`config.mk`:
```
export PLATFORM = sky130hd
export DESIGN_NAME = if_prefetch_stage
export DESIGN_NICKNAME = d
export VERILOG_FILES = /design/src/rtl/if_prefetch_stage.sv
export SDC_FILE = /design/constraint.sdc
export NUM_CORES = 1
export LEC_CHECK = 0
export ABC_AREA = 1
export CAP_MARGIN = 25
export CORE_MARGIN = 4
export CORE_UTILIZATION = 55
export CTS_CLUSTER_SIZE = 16
export DETAILED_ROUTE_END_ITERATION = 8
export PLACE_DENSITY = 0.76
export SLEW_MARGIN = 20
export SYNTH_ARGS = -nofsm -noshare
export SYNTH_HDL_FRONTEND = slang
export SYNTH_SLANG_ARGS = --single-unit
```
`constraint.sdc`:
```
create_clock -name clk -period 26.2 [get_ports clk]
set_clock_uncertainty 0.05 [all_clocks]
set_input_delay 2.62 -clock clk [delete_from_list [all_inputs] [get_ports clk]]
set_output_delay 2.62 -clock clk [all_outputs]
set_load 0.005 [all_outputs]
```
`src/rtl/if_prefetch_stage.sv`:
```
// ---------------------------------------------------------------------------
// if_prefetch_stage
//   Instruction-fetch front end. Fetches words from instruction memory over a
//   req/ack handshake, buffers them in a DEPTH-entry prefetch FIFO and presents
//   the FIFO head (Ins, PC = head address + 4) to decode. A taken branch
//   flushes the FIFO and redirects fetch. A request that is still waiting for
//   its ack is squashed via the DROP state, which keeps imem_addr stable.
//
// Ports
//   clk, rst           clock, asynchronous active-high reset
//   freeze             decode stall, holds the FIFO head
//   Branch_taken       redirect request, highest priority
//   Branch_Address     redirect target (low two bits ignored)
//   imem_req/addr      fetch request / word address
//   imem_ack/rdata     memory accept, data valid in the ack cycle
//   Ins, PC, Ins_valid FIFO head towards decode (zero when empty)
//   bubble_cnt         saturating count of empty, unfrozen decode cycles
//                      (present only when BUBBLE_CNT_EN is defined)
//
// Optional feature macro: BUBBLE_CNT_EN
// ---------------------------------------------------------------------------
module if_prefetch_stage #(
  parameter int unsigned DEPTH    = 4,
  parameter logic [31:0] RESET_PC = 32'h0000_0000
) (
  input  logic        clk,
  input  logic        rst,
  input  logic        freeze,
  input  logic        Branch_taken,
  input  logic [31:0] Branch_Address,
  output logic        imem_req,
  output logic [31:0] imem_addr,
  input  logic        imem_ack,
  input  logic [31:0] imem_rdata,
  output logic [31:0] Ins,
  output logic [31:0] PC,
  output logic        Ins_valid
`ifdef BUBBLE_CNT_EN
  ,
  output logic [15:0] bubble_cnt
`endif
);

  localparam int unsigned AW = $clog2(DEPTH);
  localparam int unsigned CW = AW + 1;
  localparam logic [CW-1:0] DEPTH_C = CW'(DEPTH);

  typedef enum logic {
    ST_FETCH = 1'b0,
    ST_DROP  = 1'b1
  } state_e;

  state_e          state_q, state_d;
  logic [31:0]     fetch_pc_q, fetch_pc_d;
  logic [31:0]     redirect_pc_q, redirect_pc_d;
  logic [AW-1:0]   rd_ptr_q, rd_ptr_d;
  logic [AW-1:0]   wr_ptr_q, wr_ptr_d;
  logic [CW-1:0]   count_q, count_d;
  logic [31:0]     fifo_addr_q [DEPTH];
  logic [31:0]     fifo_ins_q  [DEPTH];

  logic            req_core_s;
  logic            push_s;
  logic            pop_s;
  logic [31:0]     target_s;

  // In DROP the squashed request stays up until its ack; in FETCH we only
  // request when there is guaranteed room, so a push can never overflow.
  assign req_core_s = (state_q == ST_DROP) || (count_q < DEPTH_C);
  assign imem_req   = req_core_s && !rst;
  assign imem_addr  = fetch_pc_q;

  assign target_s = Branch_Address & 32'hFFFF_FFFC;
  assign push_s   = (state_q == ST_FETCH) && req_core_s && imem_ack && !Branch_taken;
  assign pop_s    = (count_q != {CW{1'b0}}) && !freeze && !Branch_taken;

  assign Ins_valid = (count_q != {CW{1'b0}});
  assign Ins       = Ins_valid ? fifo_ins_q[rd_ptr_q] : 32'h0000_0000;
  assign PC        = Ins_valid ? (fifo_addr_q[rd_ptr_q] + 32'd4) : 32'h0000_0000;

  // Next-state logic for the fetch FSM, fetch address and FIFO pointers.
  always_comb begin
    state_d       = state_q;
    fetch_pc_d    = fetch_pc_q;
    redirect_pc_d = redirect_pc_q;
    rd_ptr_d      = rd_ptr_q;
    wr_ptr_d      = wr_ptr_q;
    count_d       = count_q;
    if (Branch_taken) begin
      rd_ptr_d = {AW{1'b0}};
      wr_ptr_d = {AW{1'b0}};
      count_d  = {CW{1'b0}};
      if (state_q == ST_FETCH) begin
        // A waiting request must complete before the new address may appear.
        if (req_core_s && !imem_ack) begin
          state_d       = ST_DROP;
          redirect_pc_d = target_s;
        end else begin
          fetch_pc_d = target_s;
        end
      end else begin
        // Already squashing: the newest target wins.
        if (imem_ack) begin
          state_d    = ST_FETCH;
          fetch_pc_d = target_s;
        end else begin
          redirect_pc_d = target_s;
        end
      end
    end else begin
      if ((state_q == ST_DROP) && imem_ack) begin
        state_d    = ST_FETCH;
        fetch_pc_d = redirect_pc_q;
      end else if (push_s) begin
        fetch_pc_d = fetch_pc_q + 32'd4;
      end else begin
        fetch_pc_d = fetch_pc_q;
      end
      if (push_s) begin
        wr_ptr_d = wr_ptr_q + {{(AW-1){1'b0}}, 1'b1};
      end else begin
        wr_ptr_d = wr_ptr_q;
      end
      if (pop_s) begin
        rd_ptr_d = rd_ptr_q + {{(AW-1){1'b0}}, 1'b1};
      end else begin
        rd_ptr_d = rd_ptr_q;
      end
      count_d = count_q + CW'(push_s) - CW'(pop_s);
    end
  end

  // State, address and pointer registers.
  always_ff @(posedge clk or posedge rst) begin
    if (rst) begin
      state_q       <= ST_FETCH;
      fetch_pc_q    <= RESET_PC;
      redirect_pc_q <= RESET_PC;
      rd_ptr_q      <= {AW{1'b0}};
      wr_ptr_q      <= {AW{1'b0}};
      count_q       <= {CW{1'b0}};
    end else begin
      state_q       <= state_d;
      fetch_pc_q    <= fetch_pc_d;
      redirect_pc_q <= redirect_pc_d;
      rd_ptr_q      <= rd_ptr_d;
      wr_ptr_q      <= wr_ptr_d;
      count_q       <= count_d;
    end
  end

  // FIFO storage: each entry holds the fetch address and the fetched word.
  always_ff @(posedge clk or posedge rst) begin
    if (rst) begin
      for (int i = 0; i < int'(DEPTH); i++) begin
        fifo_addr_q[i] <= 32'h0000_0000;
        fifo_ins_q[i]  <= 32'h0000_0000;
      end
    end else if (push_s) begin
      fifo_addr_q[wr_ptr_q] <= fetch_pc_q;
      fifo_ins_q[wr_ptr_q]  <= imem_rdata;
    end else begin
      fifo_addr_q[wr_ptr_q] <= fifo_addr_q[wr_ptr_q];
      fifo_ins_q[wr_ptr_q]  <= fifo_ins_q[wr_ptr_q];
    end
  end

`ifdef BUBBLE_CNT_EN
  logic [15:0] bubble_cnt_q;

  // Saturating count of cycles where decode is ready but has nothing to take.
  always_ff @(posedge clk or posedge rst) begin
    if (rst) begin
      bubble_cnt_q <= 16'h0000;
    end else if (!freeze && !Ins_valid && (bubble_cnt_q != 16'hFFFF)) begin
      bubble_cnt_q <= bubble_cnt_q + 16'h0001;
    end else begin
      bubble_cnt_q <= bubble_cnt_q;
    end
  end

  assign bubble_cnt = bubble_cnt_q;
`endif

endmodule
```
Word-level counts from Yosys, hierarchy flattened
Cells that the tools add are included.
- bits in registers: 328
- bits of input ports: 69
- output and inout port bits: 98
- logic and storage cells: 93
- add/sub/neg operators: 6
- magnitude comparators: 4
- eq/ne operators: 3
- mux-type cells: 41
- bitwise gates (word level): 3
- reductions and logical operators: 22
- operators by type and width (kind ; count):
    32-bit 2-to-1 mux ; 20
    128-bit bitwise mux ; 4
    32-bit binary-select mux with 2-bit select ; 4
    128-bit 2-to-1 mux ; 2
    32-bit by 3-bit adder with 32-bit output (second input constant) ; 2
    32-bit demux with 2-bit select ; 1
    1-bit logical AND ; 9
    2-bit 2-to-1 mux ; 4
    2-bit nonzero test ; 4
    3-bit greater-or-equal comparator (second input constant) ; 2
    3-bit != test (second input constant) ; 2
    2-bit inverter with 3-bit output ; 2
    3-bit AND reduction ; 2
    3-bit nonzero test ; 2
    1-bit 2-to-1 mux ; 5
    2-bit by 1-bit adder with 2-bit output (second input constant) ; 2
    1-bit zero test ; 4
    3-bit by 1-bit adder with 3-bit output ; 1
    3-bit by 1-bit < comparator with 1-bit output (second input constant) ; 1
    3-bit < comparator (second input constant) ; 1
    3-bit 2-to-1 mux ; 1
    3-bit by 1-bit subtractor with 3-bit output ; 1
    2-bit != test (second input constant) ; 1
    1-bit logical OR ; 1
    1-bit inverter ; 1

Depth between registers and ports, before layout
- depth in word-level cells: 8
- depth in mapped cells: 17
- mapped depth without buffers: 15

Least setup slack after synthesis
Ideal clock, no wire load.
- path type: input-to-output
- start: in rst
- end: out imem_req
- data arrival time: 2748 ps
- data required time: 23530 ps
- setup slack: 20782 ps
- stages: 1
- buffers on the path: 0
- path through: a21oi_1
- cells in the longest elaborated chain, start to end: 2
- ends and longest elaborated chain (what ; line ; text):
    start: declaration ; 27 ; input logic rst,
    1-bit zero test (no line) ; n/a ;
    1-bit logical AND ; 70 ; assign imem_req = req_core_s && !rst;
    end: declaration ; 31 ; output logic imem_req,
Every way passes these cells.

Final worst setup path
- start: reg rd_ptr_q[0]
- end: out PC[11]
- cells in the longest elaborated chain, start to end: 6
- ends and longest elaborated chain (what ; line ; text):
    start: declaration ; 56 ; logic [AW-1:0] rd_ptr_q, rd_ptr_d;
    start signal: assignment ; 139 ; rd_ptr_q <= {AW{1'b0}};
    start signal: assignment ; 146 ; rd_ptr_q <= rd_ptr_d;
    2-bit inverter with 3-bit output (not written as such) ; 79 ; assign PC = Ins_valid ? (fifo_addr_q[rd_ptr_q] + 32'd4) : 32'h0000_0000;
    32-bit binary-select mux with 2-bit select ; 79 ;
    32-bit 2-to-1 mux (not written as such) (2 in series) ; 79 ;
    32-bit by 3-bit adder with 32-bit output ; 79 ;
    32-bit 2-to-1 mux ; 79 ;
    end: declaration ; 36 ; output logic [31:0] PC,
Every way passes these cells. The select of a mux whose other input is x is not followed.

==> run metrics <==
WL/cell=17.2 µm; n_diodes=0; Crit. End Element=output port; number of synthesized flops with an enable pin=0; share of layout cells above drive strength 1=5.14%; Cell Rows=just under 70; hold violation count in the final report=0; Most used DFF post-synth=dfrtp_1; Layout Cells excl Fill=3421; Seq/Total Area, Yosys=40.7%; FILL cells=3161; CTS Hold Buffers Added=0; root buffer cell=clkbuf_16; outcome=finished, final reports clean; CP dominant cell by count=nand2_1; CTS resizes=0; Tot GR Track Use=29.6%; H-tree Lvls=2; Total Neg Setup Slack=0 ps; GRT overflow=0; Worst path max stage delay=740 ps; CTS tree=done; Routed WL=between 50 and 60 mm; Detail Placement HPWL=36.7 mm; 1st-iter DRT viols=1772; max frequency=between 100 and 150 MHz; Final #Nets=3013; period utilization=~27%; synthesis-to-layout area growth=14.4%; maximum vdd drop=61.4 µV; post-CTS setup buffers=0; Startpoint Class=flip-flop; CTS clk-pin slew, worst paths=60 ps; initial antenna violation count=0; leak pwr=10.5 nW; Combinational Power Share=a little under half; PnR worst setup slack=19050 ps; Placed Instances=between 3000 and 4000; Cell Int Power=1.52 mW; clock latency on the worst-skew pair=540 ps; RSZ-0062 raised after global routing=no; Switching Share=44.2%; remaining antenna violation count=0; Post-Syn Instances=2903; remaining routing DRC violations=0; pre-CTS setup slack=19480 ps; YS warnings=0; Seq pwr share=about a third; Hold Crit Class=flip-flop to flip-flop; via/cell ratio=5.86; WP buf/inv=3; die area=39400 µm²; RePlAce Congestion=around 0.9; Cell Pwr Density=119 nW/µm²; vias in the first global route=19100; post-layout util=64.0%; first-pass GRT wire length=95.9 mm; crit-path cells=buf_4, buf_4, nand2_1, nand2_1, nand2_1, nand2_1, nand2_1, nor2_1, nand2_1, nor2_1, o21ai_0, nor2_1, clkdlybuf4s50_1; relative slew slack=32.5%; Netlist cell types=35; critical path's top delay family=buffers and inverters; Slew Viols, Final=0; die width=198 µm; CTS max path bufs=3; Yosys reg bits=324; routed via count=20000; clock power share=18.8%; Setup CP Type=flip-flop to output port; crit-path max FO=58; Die Ht=198 µm; largest net degree at the start of global routing=140; maxcap violations=0; CP required=23530 ps; ys async rst share=100%; NetSw=about 1.2 mW; core area=approximately 36000 µm²; WP data arrival=4480 ps; # setup viols final=0; Starting Density=~56%; Top Ports=167; PortBufs=roughly 160; post-layout minimum cycle time=7150 ps; CTS buffer count=38; synthesized area=roughly 20000 µm²; worst-margin pin slew=around 1000 ps; clock sinks=324; Pre-Repair DR Iteration Count=6; Post-Syn Area per Cell=6.87 µm²; Critical-path top delay cell=dfrtp_4
[layout by cell type, fill, tap and decap left out, types with 2 or more instances in the layout]
master / count
nand2_1: 625
o21ai_0: 463
nand3_1: 415
inv_1: 354
dfrtp_1: 321
a21oi_1: 215
clkdlybuf4s50_1: 162
nor2_1: 127
o211ai_1: 68
clkbuf_16: 39
or2_2: 35
buf_4: 21
nor2_2: 12
xor2_1: 11
clkbuf_8: 10
clkbuf_1: 9
o22ai_1: 8
nor3_1: 7
nand4_1: 7
nand2_2: 6
ha_4: 4
inv_4: 3
clkinv_2: 3
nor2_4: 3
mux2_2: 3
ha_1: 3
buf_16: 3
and3_1: 2
a31oi_1: 2
conb_1: 2
clkinv_8: 2
clkinv_4: 2
dfrtp_4: 2
[cell usage after synthesis (3+ instances only)]
library cell	instances	area share, %
nand2_1	625	12
dfrtp_1	324	41
nand4_1	7	0.22
ha_1	7	0.44
xor2_1	11	0.48
nor2_1	129	2.4
buf_6	7	0.40
a21oi_1	215	5.4
buf_4	9	0.34
or2_2	35	1.1
nor2_2	11	0.35
clkbuf_1	110	2.1
mux2_2	3	0.17
o211ai_1	68	2.6
nand3_1	415	10
o22ai_1	8	0.25
nor3_1	7	0.18
buf_2	32	0.80
inv_1	357	6.7
nand2_2	6	0.19
buf_1	36	0.68
o21ai_0	463	12
[power groups by stage]
stage | Clock [mW] | Sequential, mW | Combinational (mW)
4_1_cts | 0.520 | 0.904 | 1.29
2_1_floorplan | 0 | 0.851 | 0.883
6_report | 0.514 | 0.910 | 1.30
5_1_grt | 0.540 | 0.936 | 1.47
3_5_place_dp | 0 | 0.910 | 1.28
3_3_place_gp | 0 | 0.901 | 1.24
[cell type report]
type,instances,area [µm²],area share [%]
clock buffer,58,1150,5.03
clock inverter,6,60.1,0.263
inverter,359,1360,5.98
multi-input combinational,2026,9670,42.4
sequential,324,8120,35.6
tap,461,577,2.53
timing repair buffer,187,1870,8.21
[cells by family (layout without fill, tap and decap cells)]
family	count (synthesis)	after routing	synth area share, %
DFF	324	324	40.7
AOI/OAI and AO/OA	762	762	20.1
xor gates and xnor gates	12	12	0.527
muxes	3	3	0.169
other	1	2	0.0188
buffers and inverters	554	610	11.1
adders and majority gates	8	8	0.540
and+or+nand+nor	1239	1239	26.8
[worst reg2reg max path, delay by kind of cell (launching register included)]
| family | cells | cell delay, ps |
|---|---|---|
| buffers and inverters | 3 | 2120 |
| adder cells (fa/ha/maj) | 1 | 710 |
| AO/OA/AOI/OAI | 1 | 270 |
| flip-flops | 1 | 490 |
[flip-flops by register name, indices dropped and copies added, names as in the netlist]
name and flops:
wr_ptr_q 2, rd_ptr_q 2, fifo_ins_q 128, imem_addr 30
fifo_addr_q 128, state_q 1, count_q 3, redirect_pc_q 30
[final timing paths]
path | from | end | slack [ps] | cells past startpoint
worst max register to register | wr_ptr_q[1]$_DFFE_PP0P_ | fifo_addr_q[121]$_DFFE_PP0P_ | 22400 | 5
worst min register to register | redirect_pc_q[27]$_DFFE_PP0P_ | redirect_pc_q[27]$_DFFE_PP0P_ | 440 | 2
worst max-delay path | rd_ptr_q[0]$_DFFE_PP0P_ | PC[11] | 19050 | 13
min in group asynchronous | rst | state_q$_DFFE_PP0P_ | 2470 | 2
worst min-delay path | redirect_pc_q[27]$_DFFE_PP0P_ | redirect_pc_q[27]$_DFFE_PP0P_ | 440 | 2
max in group asynchronous | rst | fifo_addr_q[22]$_DFFE_PP0P_ | 21230 | 5
[metal layers]
layer  up-vias  track usage [%]  wire (µm)
li1       9610                -          -
met1      9441             42.6      26000
met2       874             46.8      26700
met3       122             3.78       4650
met4         0             9.61       1440
met5         -                0          0
[metrics by stage]
step | total power [mW] | hold slack [ps] | instance area (µm²)
floorplan | 1.73 | 403 | 19900
global placement | 2.14 | 415 | 21500
detailed placement | 2.19 | 423 | 21500
CTS | 2.71 | 438 | 22700
global route | 2.95 | 451 | 22800
finish | 2.72 | 435 | 22800
No activity file was read; power rests on OpenSTA's default activity.
